File: src/rtl/vga_digit_renderer.sv
// Text-pixel stage: maps pixel coordinates onto six 8x8 digit glyphs and emits a 2-tick pipelined RGB stream.
// Optional feature macro: VGA_DIGIT_BLINK_EN (adds blink_sel and a frame counter for digit blinking).
module vga_digit_renderer #(
   parameter int unsigned X0         = 256,
   parameter int unsigned Y0         = 224,
   parameter int unsigned SCALE_LOG2 = 2,
   parameter int unsigned V_ACTIVE   = 480,
   parameter logic [7:0]  FG_COLOR   = 8'hFF,
   parameter logic [7:0]  BG_COLOR   = 8'h00
) (
   input  logic        clk,
   input  logic        rst,
   input  logic        pix_tick,
   input  logic        video_on,
   input  logic        hsync_in,
   input  logic        vsync_in,
   input  logic [9:0]  pixel_x,
   input  logic [9:0]  pixel_y,
   input  logic [23:0] digits_in,
   input  logic        upd_req,
`ifdef VGA_DIGIT_BLINK_EN
   input  logic [2:0]  blink_sel,
`endif
   output logic        upd_ack,
   output logic        busy,
   output logic [2:0]  direccion,
   output logic [3:0]  rom,
   input  logic [7:0]  rom_data,
   output logic [7:0]  rgb,
   output logic        hsync_out,
   output logic        vsync_out
);

   localparam int unsigned CW      = 10;
   localparam logic [CW-1:0] X0_V  = CW'(X0);
   localparam logic [CW-1:0] Y0_V  = CW'(Y0);
   localparam logic [CW-1:0] VA_V  = CW'(V_ACTIVE);
   localparam logic [CW-1:0] FLD_W = CW'(48 << SCALE_LOG2);
   localparam logic [CW-1:0] FLD_H = CW'(8 << SCALE_LOG2);

   logic [CW-1:0] w_dx, w_dy;
   logic          w_in_field, w_frame, w_blank, w_bit;
   logic [2:0]    w_idx, w_col, w_row;
   logic [3:0]    w_digit;

   logic [23:0]   r_shadow, r_display;
   logic          r_busy, r_ack;
   logic [2:0]    r_dir, r_col;
   logic [3:0]    r_rom;
   logic          r_show, r_video, r_hs, r_vs;
   logic [7:0]    r_rgb;
   logic          r_hs_out, r_vs_out;

   // Wrapped negative offsets become large unsigned values and fall outside the field.
   assign w_dx       = pixel_x - X0_V;
   assign w_dy       = pixel_y - Y0_V;
   assign w_in_field = (w_dx < FLD_W) && (w_dy < FLD_H);
   assign w_idx      = 3'(w_dx >> (3 + SCALE_LOG2));
   assign w_col      = 3'(w_dx >> SCALE_LOG2);
   assign w_row      = 3'(w_dy >> SCALE_LOG2);
   assign w_frame    = pix_tick && (pixel_x == '0) && (pixel_y == VA_V);
   assign w_bit      = rom_data[3'd7 - r_col];

   always_comb begin
      w_digit = 4'h0;
      case (w_idx)
         3'd0:    w_digit = r_display[23:20];
         3'd1:    w_digit = r_display[19:16];
         3'd2:    w_digit = r_display[15:12];
         3'd3:    w_digit = r_display[11:8];
         3'd4:    w_digit = r_display[7:4];
         3'd5:    w_digit = r_display[3:0];
         default: w_digit = 4'h0;
      endcase
   end

`ifdef VGA_DIGIT_BLINK_EN
   logic [5:0] r_frame_cnt;

   always_ff @(posedge clk or negedge rst) begin
      if (!rst)         r_frame_cnt <= '0;
      else if (w_frame) r_frame_cnt <= r_frame_cnt + 6'd1;
   end

   // blink_sel >= 6 never matches an in-field index, so blinking is off.
   assign w_blank = (w_idx == blink_sel) && r_frame_cnt[5];
`else
   assign w_blank = 1'b0;
`endif

   // Shadow/display double buffer; a request on the frame point queues behind the transfer.
   always_ff @(posedge clk or negedge rst) begin
      if (!rst) begin
         r_shadow  <= '0;
         r_display <= '0;
         r_busy    <= 1'b0;
         r_ack     <= 1'b0;
      end else begin
         r_ack <= 1'b0;
         if (w_frame && r_busy) begin
            r_display <= r_shadow;
            r_ack     <= 1'b1;
            r_busy    <= 1'b0;
         end
         if (upd_req) begin
            r_shadow <= digits_in;
            r_busy   <= 1'b1;
         end
      end
   end

   // Stage 1: ROM address and pixel attributes.
   always_ff @(posedge clk or negedge rst) begin
      if (!rst) begin
         r_dir   <= '0;
         r_rom   <= '0;
         r_col   <= '0;
         r_show  <= 1'b0;
         r_video <= 1'b0;
         r_hs    <= 1'b1;
         r_vs    <= 1'b1;
      end else if (pix_tick) begin
         r_col   <= w_col;
         r_show  <= w_in_field && !w_blank;
         r_video <= video_on;
         r_hs    <= hsync_in;
         r_vs    <= vsync_in;
         if (w_in_field) begin
            r_dir <= w_row;
            r_rom <= w_digit;
         end
      end
   end

   // Stage 2: glyph bit to colour, syncs delayed alongside.
   always_ff @(posedge clk or negedge rst) begin
      if (!rst) begin
         r_rgb    <= '0;
         r_hs_out <= 1'b1;
         r_vs_out <= 1'b1;
      end else if (pix_tick) begin
         r_rgb    <= !r_video ? 8'h00 : ((r_show && w_bit) ? FG_COLOR : BG_COLOR);
         r_hs_out <= r_hs;
         r_vs_out <= r_vs;
      end
   end

   assign upd_ack   = r_ack;
   assign busy      = r_busy;
   assign direccion = r_dir;
   assign rom       = r_rom;
   assign rgb       = r_rgb;
   assign hsync_out = r_hs_out;
   assign vsync_out = r_vs_out;

endmodule

File: config.mk
export PLATFORM = sky130hd
export DESIGN_NAME = vga_digit_renderer
export DESIGN_NICKNAME = d
export VERILOG_FILES = /design/src/rtl/vga_digit_renderer.sv
export SDC_FILE = /design/constraint.sdc
export NUM_CORES = 1
export LEC_CHECK = 0
export CAP_MARGIN = 40
export CORE_UTILIZATION = 45
export DETAILED_ROUTE_END_ITERATION = 16
export GPL_ROUTABILITY_DRIVEN = 1
export HOLD_SLACK_MARGIN = 0.1
export PLACE_DENSITY = 0.78
export SLEW_MARGIN = 5
export SYNTH_ARGS = -nofsm -noshare
export SYNTH_HDL_FRONTEND = slang
export SYNTH_SLANG_ARGS = --single-unit
File: constraint.sdc
create_clock -name clk -period 3.55 [get_ports clk]
set_input_delay 0.71 -clock clk [delete_from_list [all_inputs] [get_ports clk]]
set_output_delay 0.71 -clock clk [all_outputs]
set_load 0.01 [all_outputs]
* After elaboration in Yosys (flattened, before gate mapping)
Cells that the tools add are included.
** Operators by class
- Equality and inequality tests :: 6
- Reductions and logical operators :: 9
- Mux-type cells :: 8
- $lt $le $gt $ge :: 3
- $add $sub $neg :: 3
** Operators with widths (number)
- $pmux 4 s6 :: 1
- $mux 8 :: 2
- $eq 10x9->1 const B :: 1
- $logic_not 10->1 :: 1
- $lt 10x6->1 const B :: 1
- $lt 10x8->1 const B :: 1
- $sub 10x8->10 const B :: 1
- $sub 10x9->10 const B :: 1
- $eq 3x2->1 const B :: 2
- $eq 3x3->1 const B :: 2
- $logic_and 1x1->1 :: 5
- $lt 3x4->1 const B :: 1
- $mux 1 :: 4
- $bmux 1 s3 :: 1
- $eq 3x1->1 const B :: 1
- $logic_not 3->1 :: 1
- $sub 3x3->3 const A :: 1
- $reduce_and 2->1 :: 1
- $reduce_bool 2->1 :: 1
** Word-level totals
- Word-level logic and storage cells :: 43
- Output and inout bits :: 19
- Flip-flop bits (word level) :: 74
- Bits of input ports :: 59

* Depth between registers and ports, before layout
- Depth in word-level cells :: 6
- Depth in mapped cells :: 6
- Depth with buffers taken out :: 5

* Worst setup path after synthesis
No wires, ideal clock.
- Path kind :: input to register
- From :: input port pixel_x[9]
- To :: register r_display[10]
- Arrival :: 2.265 ns
- Path buffers :: 1
- Library setup time :: 0.127 ns
- Path slack :: 1.158 ns
- Stages :: 5
- Cells stage by stage :: nand2b_1 -> or4_1 -> nor4_4 -> buf_6 -> mux2_1
** On the way
- Word-level cells in the longest chain between the ends :: 4
** RTL lines
- start: declaration :: RTL line 17 : input logic [9:0] pixel_x,
- $logic_not 10->1 :: RTL line 61 : assign w_frame = pix_tick && (pixel_x == '0) && (pixel_y == VA_V);
- $logic_and 1x1->1 (2 in a row) :: RTL line 61
- $logic_and 1x1->1 :: RTL line 100 : if (w_frame && r_busy) begin
- end signal: assignment :: RTL line 101 : r_display <= r_shadow;
- end: declaration :: RTL line 46 : logic [23:0] r_shadow, r_display;
No other way between the ends.
A chain may end at the register's enable or synchronous reset.

* Worst setup path after layout
- From :: input port pixel_y[5]
- To :: register r_dir[0], in the netlist direccion[0]
** On the way
- Word-level cells in the longest chain between the ends :: 4
** RTL lines
- start: declaration :: RTL line 18 : input logic [9:0] pixel_y,
- $sub 10x8->10 :: RTL line 56 : assign w_dy = pixel_y - Y0_V;
- $lt 10x6->1 :: RTL line 57 : assign w_in_field = (w_dx < FLD_W) && (w_dy < FLD_H);
- $logic_and 1x1->1 :: RTL line 57
- $reduce_and 2->1 (no line)
- end signal: assignment :: RTL line 129 : r_dir <= w_row;
- end: declaration :: RTL line 48 : logic [2:0] r_dir, r_col;
No other way between the ends.

==> impl_metrics.tcl <==
set metrics [dict create \
    rsz_0062_raised_after_global_routing "no" \
    final-hold-violation-count 0 \
    arrival_time_of_data_at_the_critical_path_endpoint_ns 2.90 \
    clk_root_buffer_cell "sky130_fd_sc_hd__clkbuf_8" \
    max-vdd-ir-drop_uv 292 \
    cts.reportedPaths.clkPinSlew_ns 0.07 \
    place.detailed.hpwl_um 4420 \
    cts_max_path_buffers 2 \
    boundaryPins 78 \
    timing.final.crit_period_ns 2.69 \
    final_number_of_max_transition_violations 0 \
    syn_avg_cell_area_um2 14.4 \
    grt_max_degree 30 \
    whs_ns 0.376 \
    clock_insertion_delay_worst_skew_ns 0.33 \
    synth_fa_ha_area_share_pct 0.425 \
    ys_dominant_reg_cell "sky130_fd_sc_hd__dfrtp_1" \
    nFillCells 494 \
    ys_seq_elements 67 \
    drt-initial-drc-count 110 \
    worst_clock_skew_ns 0.00851 \
    synth_enable_flop_cells 0 \
    global_route.overflow_total 0 \
    cts_hold_bufs 0 \
    multi_input_comb_area_um2 1150 \
    routed_via_density 5.32 \
    track_usage_pct 18.4 \
    detailroute.via_count 1954 \
    end_kind "flop" \
    dominant_combinational_cell_family_by_area_after_synthesis "multiplexers" \
    syn-cell-area_um2 2950 \
    route.detailed.wl_per_inst_um 15.9 \
    grt_antenna_before_repair 0 \
    timing.setup.tns_ns 0 \
    maxCapViolations 0 \
    cp_class "input pin to flop" \
    first_pass_grt_wire_length_um 9980 \
    die_y_um 82.9 \
    synthCells 204 \
    floorplan.rows 29 \
    detail_route.wirelength_um 5840 \
    synth.yosys.seq_area_share_pct 57.1 \
    remaining_routing_drc_violations 0 \
    cts_tree "done" \
    p_total_w 0.00167 \
    worst-endpoint-required_ns 3.76 \
    timing.max_slew.rel_slack_pct 53.2 \
    die_w_um 82.9 \
    portBuffers 77 \
    cts_buffers 9 \
    layout_worst_path_cycle_share_pct 75.7 \
    status "finished, final reports clean" \
    fmax_mhz 372 \
    power.static_leakage_nw 1.78 \
    placed_cells_incl_taps 351 \
    synth_xor_area_share_pct 0 \
    power_per_cell_area_nw_per_um2 417 \
    cts_setup_buffers 0 \
    most_common_cell_after_layout_fill_and_taps_aside "sky130_fd_sc_hd__clkdlybuf4s50_1" \
    num_antenna_cells 0 \
    synth_compound_gate_area_share_pct 3.74 \
    finalNonFillerCells 367 \
    start_util_pct 46.4 \
    dr.pass1.iters 4 \
    final_nets 345 \
    max_fo_critical_path 8 \
    synth.lib_cells_used.distinct 34 \
    htree_levels 3 \
    cts.sink_count 67 \
    async_reset_ff_share_pct 100 \
    yosys-mux-area-fraction_pct 28.9 \
    area_of_the_die_um2 6870 \
    cts-resized-gates 0 \
    synthesis.yosys.warnings 0 \
    worst_hold_path_type "input pin to async pin" \
    sequential_cell_area_um2 1680 \
    postLayoutCoreUtil_pct 63.0 \
    via_count_of_the_first_global_routing_pass 2017 \
    syn2layout_area_growth_pct 35.7 \
    r2r_cells 4 \
    place.gp.congestion 0.827 \
    antenna_left 0 \
    synthSimpleGateAreaFrac_pct 5.95 \
    layout-drive-gt1-share_pct 27.2 \
    max_slew.worst_pin.slew_ns 0.699 \
    syn_nets 264 \
    finalSetupViolCount 0 \
    critical_path.startpoint_type "input pin" \
    layout_common_cells "sky130_fd_sc_hd__clkdlybuf4s50_1 (76), sky130_fd_sc_hd__dfrtp_1 (63), sky130_fd_sc_hd__mux2_2 (47)" \
    core_region_area_um2 6350 \
]
[critical path: stages]
cell and delay (ns):
sky130_fd_sc_hd__clkdlybuf4s50_1 0.45, sky130_fd_sc_hd__ha_1 0.31, sky130_fd_sc_hd__a2111oi_0 0.53, sky130_fd_sc_hd__and3_1 0.51, sky130_fd_sc_hd__mux2_2 0.39
[metrics by stage]
| stage | instance area, µm² | setup WS [ns] |
|---|---|---|
| 6_report | 4000 | 0.864 |
| 4_1_cts | 4000 | 0.907 |
| 3_3_place_gp | 3760 | 0.581 |
| 2_1_floorplan | 2950 | 1.16 |
| 5_1_grt | 4000 | 0.758 |
| 3_5_place_dp | 3790 | 0.570 |
[where the power goes]
group          internal (W)  switching, W
combinational      0.000127     0.0000690
clock              0.000365      0.000273
sequential         0.000810     0.0000243
total               0.00130      0.000366
[state kept, by name, summed over array words and instances, names as in the netlist, 3 cells and up]
register and flops:
r_col 3, direccion 3, r_shadow 24, r_display 24
rom 4
[synthesized netlist by cell type (2+ instances only)]
cell,number,share of area (%)
sky130_fd_sc_hd__mux2_2,47,18
sky130_fd_sc_hd__mux2_1,20,7.6
sky130_fd_sc_hd__a21o_1,2,0.51
sky130_fd_sc_hd__nand2_1,7,0.89
sky130_fd_sc_hd__o21ai_0,2,0.34
sky130_fd_sc_hd__nor2_1,2,0.25
sky130_fd_sc_hd__nor4_1,5,1.1
sky130_fd_sc_hd__buf_6,2,0.76
sky130_fd_sc_hd__dfrtp_1,63,54
sky130_fd_sc_hd__buf_4,7,1.8
sky130_fd_sc_hd__nand3b_1,2,0.51
sky130_fd_sc_hd__a31oi_1,3,0.64
sky130_fd_sc_hd__a221oi_1,2,0.59
sky130_fd_sc_hd__inv_1,3,0.38
sky130_fd_sc_hd__or4_1,3,0.76
sky130_fd_sc_hd__nand2b_1,2,0.42
sky130_fd_sc_hd__nand3_1,3,0.51
sky130_fd_sc_hd__clkbuf_1,5,0.64
sky130_fd_sc_hd__mux4_2,3,2.3
sky130_fd_sc_hd__mux2i_1,3,1.0
sky130_fd_sc_hd__o2bb2ai_1,2,0.59
sky130_fd_sc_hd__dfstp_2,4,3.6
[worst paths after layout]
check                                  start           end  slack (ns)
worst max register to register          busy  r_display[2]        1.98
min in group clk                r_display[6]  r_display[6]        0.49
worst max-delay path              pixel_y[5]  direccion[0]        0.86
max in group asynchronous                rst  r_display[6]        2.41
worst min-delay path                     rst  r_shadow[10]        0.38
worst min register to register  r_display[6]  r_display[6]        0.49
[per-layer routing]
layer / wire (µm) / global-route usage (%) / up-vias / part of all wire [%]
li1: - / - / 912 / -
met1: 2800 / 26.2 / 981 / 48
met2: 2740 / 27.7 / 51 / 47
met3: 200 / 3.78 / 10 / 3.4
met4: 103 / 7.68 / 0 / 1.8
met5: 0 / 0 / - / 0
[kinds of logic (layout without fill, tap and decap cells)]
family,count (synthesis),after routing
compound gates,15,15
fa+ha+maj,1,1
flops,67,67
buf+inv,19,105
simple gates,29,29
mux,73,73
[final cells by class]
cell class / count / share of cell area, %
Clock buffer: 13 / 3.97
Tap cell: 77 / 2.41
Clock inverter: 3 / 1.16
Sequential cell: 67 / 42.1
Inverter: 3 / 0.282
Multi-Input combinational cell: 118 / 28.8
Timing Repair Buffer: 86 / 21.3
Note: power is estimated with default switching activity, not from simulation.
